File: src/rtl/clock_pkg.sv
// rtl/clock_pkg.sv - shared state enum, BCD digit type and time limits for clock_ctrl
package clock_pkg;

  typedef enum logic [1:0] {
    RUN     = 2'd0,
    SET_HR  = 2'd1,
    SET_MIN = 2'd2
  } state_t;

  typedef logic [3:0] bcd_digit_t;

  localparam logic [7:0] MIN_SEC_MAX = 8'h59;
  localparam logic [7:0] HR24_MAX    = 8'h23;
  localparam logic [7:0] HR12_MAX    = 8'h12;

  function automatic logic [7:0] hr_limit(input logic twelve_hr);
    return twelve_hr ? HR12_MAX : HR24_MAX;
  endfunction

endpackage

File: src/rtl/bcd_mod_counter.sv
// rtl/bcd_mod_counter.sv - two-digit BCD counter wrapping max_val -> MIN_VAL, clearing to RST_VAL
module bcd_mod_counter
  import clock_pkg::*;
#(
  parameter logic [7:0] MIN_VAL = 8'h00,
  parameter logic [7:0] RST_VAL = 8'h00
) (
  input  logic       clk,
  input  logic       reset,
  input  logic       clr,
  input  logic       inc,
  input  logic [7:0] max_val,
  output logic [7:0] value,
  output logic       carry
);

  bcd_digit_t tens;
  bcd_digit_t units;

  assign {tens, units} = value;
  assign carry = inc && (value == max_val);

  always_ff @(posedge clk or negedge reset) begin
    if (!reset) begin
      value <= RST_VAL;
    end else if (clr) begin
      value <= RST_VAL;
    end else if (inc) begin
      if (value == max_val) begin
        value <= MIN_VAL;
      end else if (units == 4'd9) begin
        value <= {tens + 4'd1, 4'd0};
      end else begin
        value <= {tens, units + 4'd1};
      end
    end
  end

endmodule

File: src/rtl/clock_ctrl.sv
// rtl/clock_ctrl.sv - HH:MM:SS clock with RUN/SET_HR/SET_MIN modes and idle auto-return
// CLOCK_CTRL_12H_EN selects 12-hour format with pm indicator; default is 24-hour.
module clock_ctrl
  import clock_pkg::*;
#(
  parameter int AUTO_RUN_TIMEOUT = 30
) (
  input  logic       clk,
  input  logic       reset,
  input  logic       tick,
  input  logic       mode_btn,
  input  logic       inc_btn,
  output logic [7:0] hr_bcd,
  output logic [7:0] min_bcd,
  output logic [7:0] sec_bcd,
  output logic [1:0] mode,
  output logic       blink,
  output logic       pm
);

  localparam int IW = $clog2(AUTO_RUN_TIMEOUT + 1);
  localparam logic [IW-1:0] IDLE_LAST = IW'(AUTO_RUN_TIMEOUT - 1);

`ifdef CLOCK_CTRL_12H_EN
  localparam logic       TWELVE_HR = 1'b1;
  localparam logic [7:0] HR_MIN    = 8'h01;
  localparam logic [7:0] HR_RST    = 8'h12;
`else
  localparam logic       TWELVE_HR = 1'b0;
  localparam logic [7:0] HR_MIN    = 8'h00;
  localparam logic [7:0] HR_RST    = 8'h00;
`endif

  state_t          state, next_state;
  logic [IW-1:0]   idle, next_idle;
  logic            next_blink;
  logic            run, edit;
  logic            sec_inc, min_inc, hr_inc, sec_clr;
  logic            sec_carry, min_carry, hr_carry_unused;

  assign run  = (state == RUN);
  assign edit = inc_btn && !mode_btn;
  assign mode = state;

  always_ff @(posedge clk or negedge reset) begin
    if (!reset) begin
      state <= RUN;
      idle  <= '0;
      blink <= 1'b0;
    end else begin
      state <= next_state;
      idle  <= next_idle;
      blink <= next_blink;
    end
  end

  always_comb begin
    next_state = state;
    next_idle  = idle;
    next_blink = blink;
    case (state)
      RUN:     if (mode_btn) next_state = SET_HR;
      SET_HR:  if (mode_btn) next_state = SET_MIN;
      SET_MIN: if (mode_btn) next_state = RUN;
      default: next_state = RUN;
    endcase
    if (!run && tick) begin
      next_blink = ~blink;
      // A button in the timeout cycle wins: it clears the counter below instead.
      if (!mode_btn && !inc_btn) begin
        if (idle == IDLE_LAST) next_state = RUN;
        else next_idle = idle + 1'b1;
      end
    end
    if (mode_btn || inc_btn || next_state != state) next_idle = '0;
    if (next_state != state) next_blink = 1'b0;
  end

  // Carries only ripple in RUN; edits touch a single field.
  assign sec_inc = run && tick;
  assign min_inc = (run && sec_carry) || (state == SET_MIN && edit);
  assign hr_inc  = (run && min_carry) || (state == SET_HR && edit);
  assign sec_clr = (next_state == RUN) && !run;

  bcd_mod_counter #(.MIN_VAL(8'h00), .RST_VAL(8'h00)) u_sec (
    .clk(clk), .reset(reset), .clr(sec_clr), .inc(sec_inc),
    .max_val(MIN_SEC_MAX), .value(sec_bcd), .carry(sec_carry)
  );

  bcd_mod_counter #(.MIN_VAL(8'h00), .RST_VAL(8'h00)) u_min (
    .clk(clk), .reset(reset), .clr(1'b0), .inc(min_inc),
    .max_val(MIN_SEC_MAX), .value(min_bcd), .carry(min_carry)
  );

  bcd_mod_counter #(.MIN_VAL(HR_MIN), .RST_VAL(HR_RST)) u_hr (
    .clk(clk), .reset(reset), .clr(1'b0), .inc(hr_inc),
    .max_val(hr_limit(TWELVE_HR)), .value(hr_bcd), .carry(hr_carry_unused)
  );

`ifdef CLOCK_CTRL_12H_EN
  always_ff @(posedge clk or negedge reset) begin
    if (!reset) pm <= 1'b0;
    else if (hr_inc && hr_bcd == 8'h11) pm <= ~pm;
  end
`else
  assign pm = 1'b0;
`endif

endmodule

File: config.mk
export PLATFORM = sky130hd
export DESIGN_NAME = clock_ctrl
export DESIGN_NICKNAME = d
export VERILOG_FILES = /design/src/rtl/clock_pkg.sv /design/src/rtl/bcd_mod_counter.sv /design/src/rtl/clock_ctrl.sv
export SDC_FILE = /design/constraint.sdc
export NUM_CORES = 1
export LEC_CHECK = 0
export CAP_MARGIN = 20
export CORE_MARGIN = 5
export CORE_UTILIZATION = 35
export CTS_CLUSTER_SIZE = 24
export DETAILED_ROUTE_END_ITERATION = 16
export GPL_ROUTABILITY_DRIVEN = 1
export GPL_TIMING_DRIVEN = 0
export PLACE_DENSITY = 0.66
export SYNTH_ARGS = -nofsm -noshare
export SYNTH_HDL_FRONTEND = slang
export SYNTH_HIERARCHICAL = 1
export SYNTH_SLANG_ARGS = --single-unit
File: constraint.sdc
create_clock -name clk -period 2.49 [get_ports clk]
set_input_delay 0.6225 -clock clk [delete_from_list [all_inputs] [get_ports clk]]
set_output_delay 0.6225 -clock clk [all_outputs]
set_load 0.005 [all_outputs]
Word-level counts from Yosys, hierarchy flattened:

Cells that the tools add are included.

* flip-flop bits (word level): 32
* bits of input ports: 5
* output and inout port bits: 28
* logic and storage cells: 80

* $add $sub $neg: 7
* eq/ne operators: 11
* muxes and demuxes: 21
* bitwise operators: 1
* reductions and logical operators: 31

Operator list (count)
* 2-to-1 mux 8 bit: 8
* adder 4 x 1 -> 4 bit (second input constant): 6
* 2-to-1 mux 5 bit: 4
* equality test 8 x 7 -> 1 bit (second input constant): 2
* equality test 4 bit (second input constant): 3
* 2-to-1 mux 2 bit: 6
* nonzero test 2 bit: 6
* logical AND 1 bit: 11
* equality test 8 x 6 -> 1 bit (second input constant): 1
* one-hot mux 2 bit (3 select lines): 1
* AND reduction 2 bit: 3
* adder 5 x 1 -> 5 bit (second input constant): 1
* equality test 5 bit (second input constant): 1
* logical NOT 2 bit: 2
* logical OR 1 bit: 4
* logical NOT 1 bit: 3
* AND reduction 3 bit: 1
* nonzero test 3 bit: 1
* equality test 2 x 1 -> 1 bit (second input constant): 1
* equality test 2 bit (second input constant): 1
* 2-to-1 mux 1 bit: 2
* inequality test 2 x 1 -> 1 bit (second input constant): 1
* inequality test 2 bit: 1
* NOT 1 bit: 1

Longest topological paths before layout:

* word-level depth: 9
* gate-level depth with buffers: 14
* depth with buffers taken out: 12

Hierarchy:

Netlist, hierarchy kept.

Modules (own cells, without submodules)
* bcd_mod_counter (u_hr ...): times used 2, cells each 62, area each 569.3 µm², sequential area each 200.2 µm²
* bcd_mod_counter (u_min): times used 1, cells each 60, area each 573.0 µm², sequential area each 200.2 µm²
* clock_ctrl: times used 1, cells each 61, area each 561.8 µm², sequential area each 200.2 µm²

Worst setup path after synthesis:

No wires, ideal clock.

* path kind: input to register
* start point: input port tick
* end point: register u_hr.value[6]
* setup time: 0.065 ns
* arrival: 2.418 ns
* required time: 2.425 ns
* slack: 0.007 ns
* stages on the path: 13
* path buffers: 1
* cell sequence: nor3b_1 inv_1 nor3_1 mux2i_1 nor2_1 and3_2 mux2i_1 nor2_1 nor2_1 clkbuf_1 nor3_1 o21ai_0 nand2_1

* cells in the longest elaborated chain, start to end: 8

Ends and longest elaborated chain
* start: declaration: line clock_ctrl.sv:10 `input logic tick,`
* logical AND 1 bit: line clock_ctrl.sv:80 `assign sec_inc = run && tick;`
* logical AND 1 bit: line bcd_mod_counter.sv:21 `assign carry = inc && (value == max_val);`
* net sec_carry: line clock_ctrl.sv:39 `logic sec_carry, min_carry, hr_carry_unused;`
* logical AND 1 bit: line clock_ctrl.sv:81 `assign min_inc = (run && sec_carry) || (state == SET_MIN && edit);`
* logical OR 1 bit: line clock_ctrl.sv:81
* net min_inc: line clock_ctrl.sv:38 `logic sec_inc, min_inc, hr_inc, sec_clr;`
* logical AND 1 bit: line bcd_mod_counter.sv:21
* net min_carry: line clock_ctrl.sv:39
* logical AND 1 bit: line clock_ctrl.sv:82 `assign hr_inc = (run && min_carry) || (state == SET_HR && edit);`
* logical OR 1 bit: line clock_ctrl.sv:82
* net hr_inc: line clock_ctrl.sv:38
* AND reduction 2 bit (no line)
* end signal: assignment: line bcd_mod_counter.sv:32 `value <= {tens + 4'd1, 4'd0};`
* end signal: assignment: line bcd_mod_counter.sv:34 `value <= {tens, units + 4'd1};`
* end: declaration: line bcd_mod_counter.sv:13 `output logic [7:0] value,`

The timed path passes the listed nets, and every way through them passes these cells.
A chain may end at the register's enable or synchronous reset.

Worst setup path in the final report:

* start point: register state[0] (netlist: mode[0])
* end point: register u_hr.value[6]

* cells in the longest elaborated chain, start to end: 9
* elaborated cells between the ends (all ways): 13
* those cells by class: 2 x eq/ne; 11 x reduce/logical

Ends and longest elaborated chain
* start: declaration: line clock_ctrl.sv:34 `state_t state, next_state;`
* start signal: assignment: line clock_ctrl.sv:51 `state <= next_state;`
* logical NOT 2 bit: line clock_ctrl.sv:41 `assign run = (state == RUN);`
* logical AND 1 bit: line clock_ctrl.sv:80
* net sec_inc: line clock_ctrl.sv:38
* logical AND 1 bit: line bcd_mod_counter.sv:21
* net sec_carry: line clock_ctrl.sv:39
* logical AND 1 bit: line clock_ctrl.sv:81
* logical OR 1 bit: line clock_ctrl.sv:81
* net min_inc: line clock_ctrl.sv:38
* logical AND 1 bit: line bcd_mod_counter.sv:21
* net min_carry: line clock_ctrl.sv:39
* logical AND 1 bit: line clock_ctrl.sv:82
* logical OR 1 bit: line clock_ctrl.sv:82
* net hr_inc: line clock_ctrl.sv:38
* AND reduction 2 bit (no line)

The timed path passes the listed nets, and every way through them passes these cells.

==> reports/results.txt <==
Status: complete, no violations
Crit share post-route: 92.4%
Netlist Area Pre-Place: 0.00226 mm2
Fin. max-slew vios: 0
Critical Path Slowest Stage Cell: dfrtp_1
Rel. slew slack: 50.5%
Fillers: 644
Clock slew at reported path FFs: 70 ps
Row Count: 29
Hold Fails Final Rpt: 0
Crit path from: mode[0]$_DFF_PN0_
Total track usage: 12.0%
Clock sink total: 32
Hold_buf cts: 0
LEAKAGE: 1.32 nW
Clock root buffer: clkbuf_8
TritonRoute pass-1 iters: 4
Peak per-stage delay on the critical path: 390 ps
VDD IR max: 0.394 mV
P per Cell Area: 745 mW/mm2
CTS tree: built
Mean Syn Cell Area: 9.32 um2
Post-synthesis cell count: 243
# IOs: 33
RSZ-0062 raised after global routing: false
FF-to-FF End: u_hr/value[6]$_DFFE_PN0P_
DRC: 0
Die Footprint: 0.00818 mm2
DR vias: 1930
Finished Layout Cells: 392
Crit Path Max Fanout: 10
R2R setup slack: 190 ps
Total core area: 0.00631 mm2
Startpoint Class: flop
Final TNS setup: 0 ps
Crit path capture type: flop
First-pass GRT wire length: 8180 um
Most used cell along the critical path: nor2_2
Seq. cell area: 801 um2
Ant diodes: 0
Post-place setup slack: -1140 ps
Worst reg2reg path startpoint: mode[0]$_DFF_PN0_
CTS H-Tree Depth: 2
Number of cells on the critical path: 14
DR vias/cell: 4.92
GP Congestion: 0.777
Placed Instances: 378
Largest net degree at the start of global routing: 33
Worst Skew: 6.98 ps
Crit path time final: 2300 ps
FF-to-FF path depth: 14
Fin nets: 331
Routed Antenna Nets: 0
YS warnings: 6
Number of I/O port buffers: 31
Worst setup margin: 188 ps
CTS Buf Count: 5
Crit path buf inv count: 3
Slew of the pin with the lowest slew margin: 743 ps
Layout cells sized above 1: 16.8%
Footprint of the multi-input gates: 0.00148 mm2
Tightest Hold Check Type: in2async
WP data arrival: 2530 ps
Required time at the endpoint of the critical path: 2720 ps
Worst skew pair latency: 280 ps
DR iter-0 viols: 41
Fmax: 0.434 GHz
Most common cell after layout, fill and taps aside: dfrtp_1
Die W: 90.4 um
Die Ht: 90.4 um
CTS Buffer Depth: 2
Vias in the first global route: 1814
Post-detail-place hpwl: 3500 um
Grt total ovfl: 0
Critical-path cell list: buf_4, nor3b_4, inv_1, nor3_1, mux2i_1, nor2_2, and3_2, mux2i_1, nor2_2, nor2_2, buf_4, nor3_1, o21ai_0, nand2_1
Core Util, Final: 46.3%
Per-cell routed wire length: 12.5 um
Final hold slack: 403 ps
Highest-count cells in the layout ignoring fill and taps: 32 x dfrtp_1, 29 x conb_1, 28 x clkdlybuf4s50_1, 24 x nand2_1, 19 x xnor2_1
Initial antenna violation count: 0
Total wire length: 4910 um
Starting Density: 35.9%
Area grow syn2layout: 29.0%
Crit Path Class: reg2reg
Number of max-cap violations: 0
Critical path's top delay family: simple AND/OR/NAND/NOR gates
# setup viols final: 0
[worst max path at each step]
stage | endpoint | slack, ps
floorplan | u_hr/value[6]$_DFFE_PN0P_ | 50
global placement | u_hr/value[6]$_DFFE_PN0P_ | -1090
detailed placement | u_hr/value[6]$_DFFE_PN0P_ | -1140
CTS | u_hr/value[6]$_DFFE_PN0P_ | 30
global route | u_hr/value[7]$_DFFE_PN0P_ | 0.3
finish | u_hr/value[6]$_DFFE_PN0P_ | 190
[stage by stage]
step           cell area, um2  total power [mW]
4_1_cts                  2880              2.16
5_1_grt                  2920              2.34
2_1_floorplan            2370              1.37
3_3_place_gp             2770              1.71
6_report                 2920              2.18
3_5_place_dp             2770              1.74
[state kept, by name (all words and copies together), names as in the netlist]
register     flops
idle             5
u_hr/value       8
u_min/value      8
u_sec/value      8
blink            1
mode             2
[per-layer routing]
metal | GRT usage, % | routed length (um) | share of wire, %
met1 | 14.9 | 2260 | 46
met2 | 20.0 | 2400 | 49
met3 | 2.50 | 158 | 3.2
met5 | 0 | 0 | 0
met4 | 5.58 | 103 | 2.1
[layout make-up]
cell class,count,area share (%)
repair buffers,38,11.9
inverters,11,1.41
clock buffers,6,2.48
flip-flops and latches,32,27.4
plain buffers,9,2.53
clock inverters,1,0.171
multi-input cells,218,50.7
well taps,77,3.30
[timing repair]
item / CTS / global route
endpoints found under the hold margin: 0 / 0
resized for setup: 10 / 12
cloned: 0 / 1
endpoints found under the setup margin: 16 / 9
setup buffers: 2 / 4
pin swaps: 1 / 2
[report_power, final]
| group | switching (mW) | internal (mW) |
|---|---|---|
| registers | 0.189 | 0.630 |
| logic | 0.430 | 0.547 |
| clock network | 0.190 | 0.190 |
Note: power is estimated with default switching activity, not from simulation.
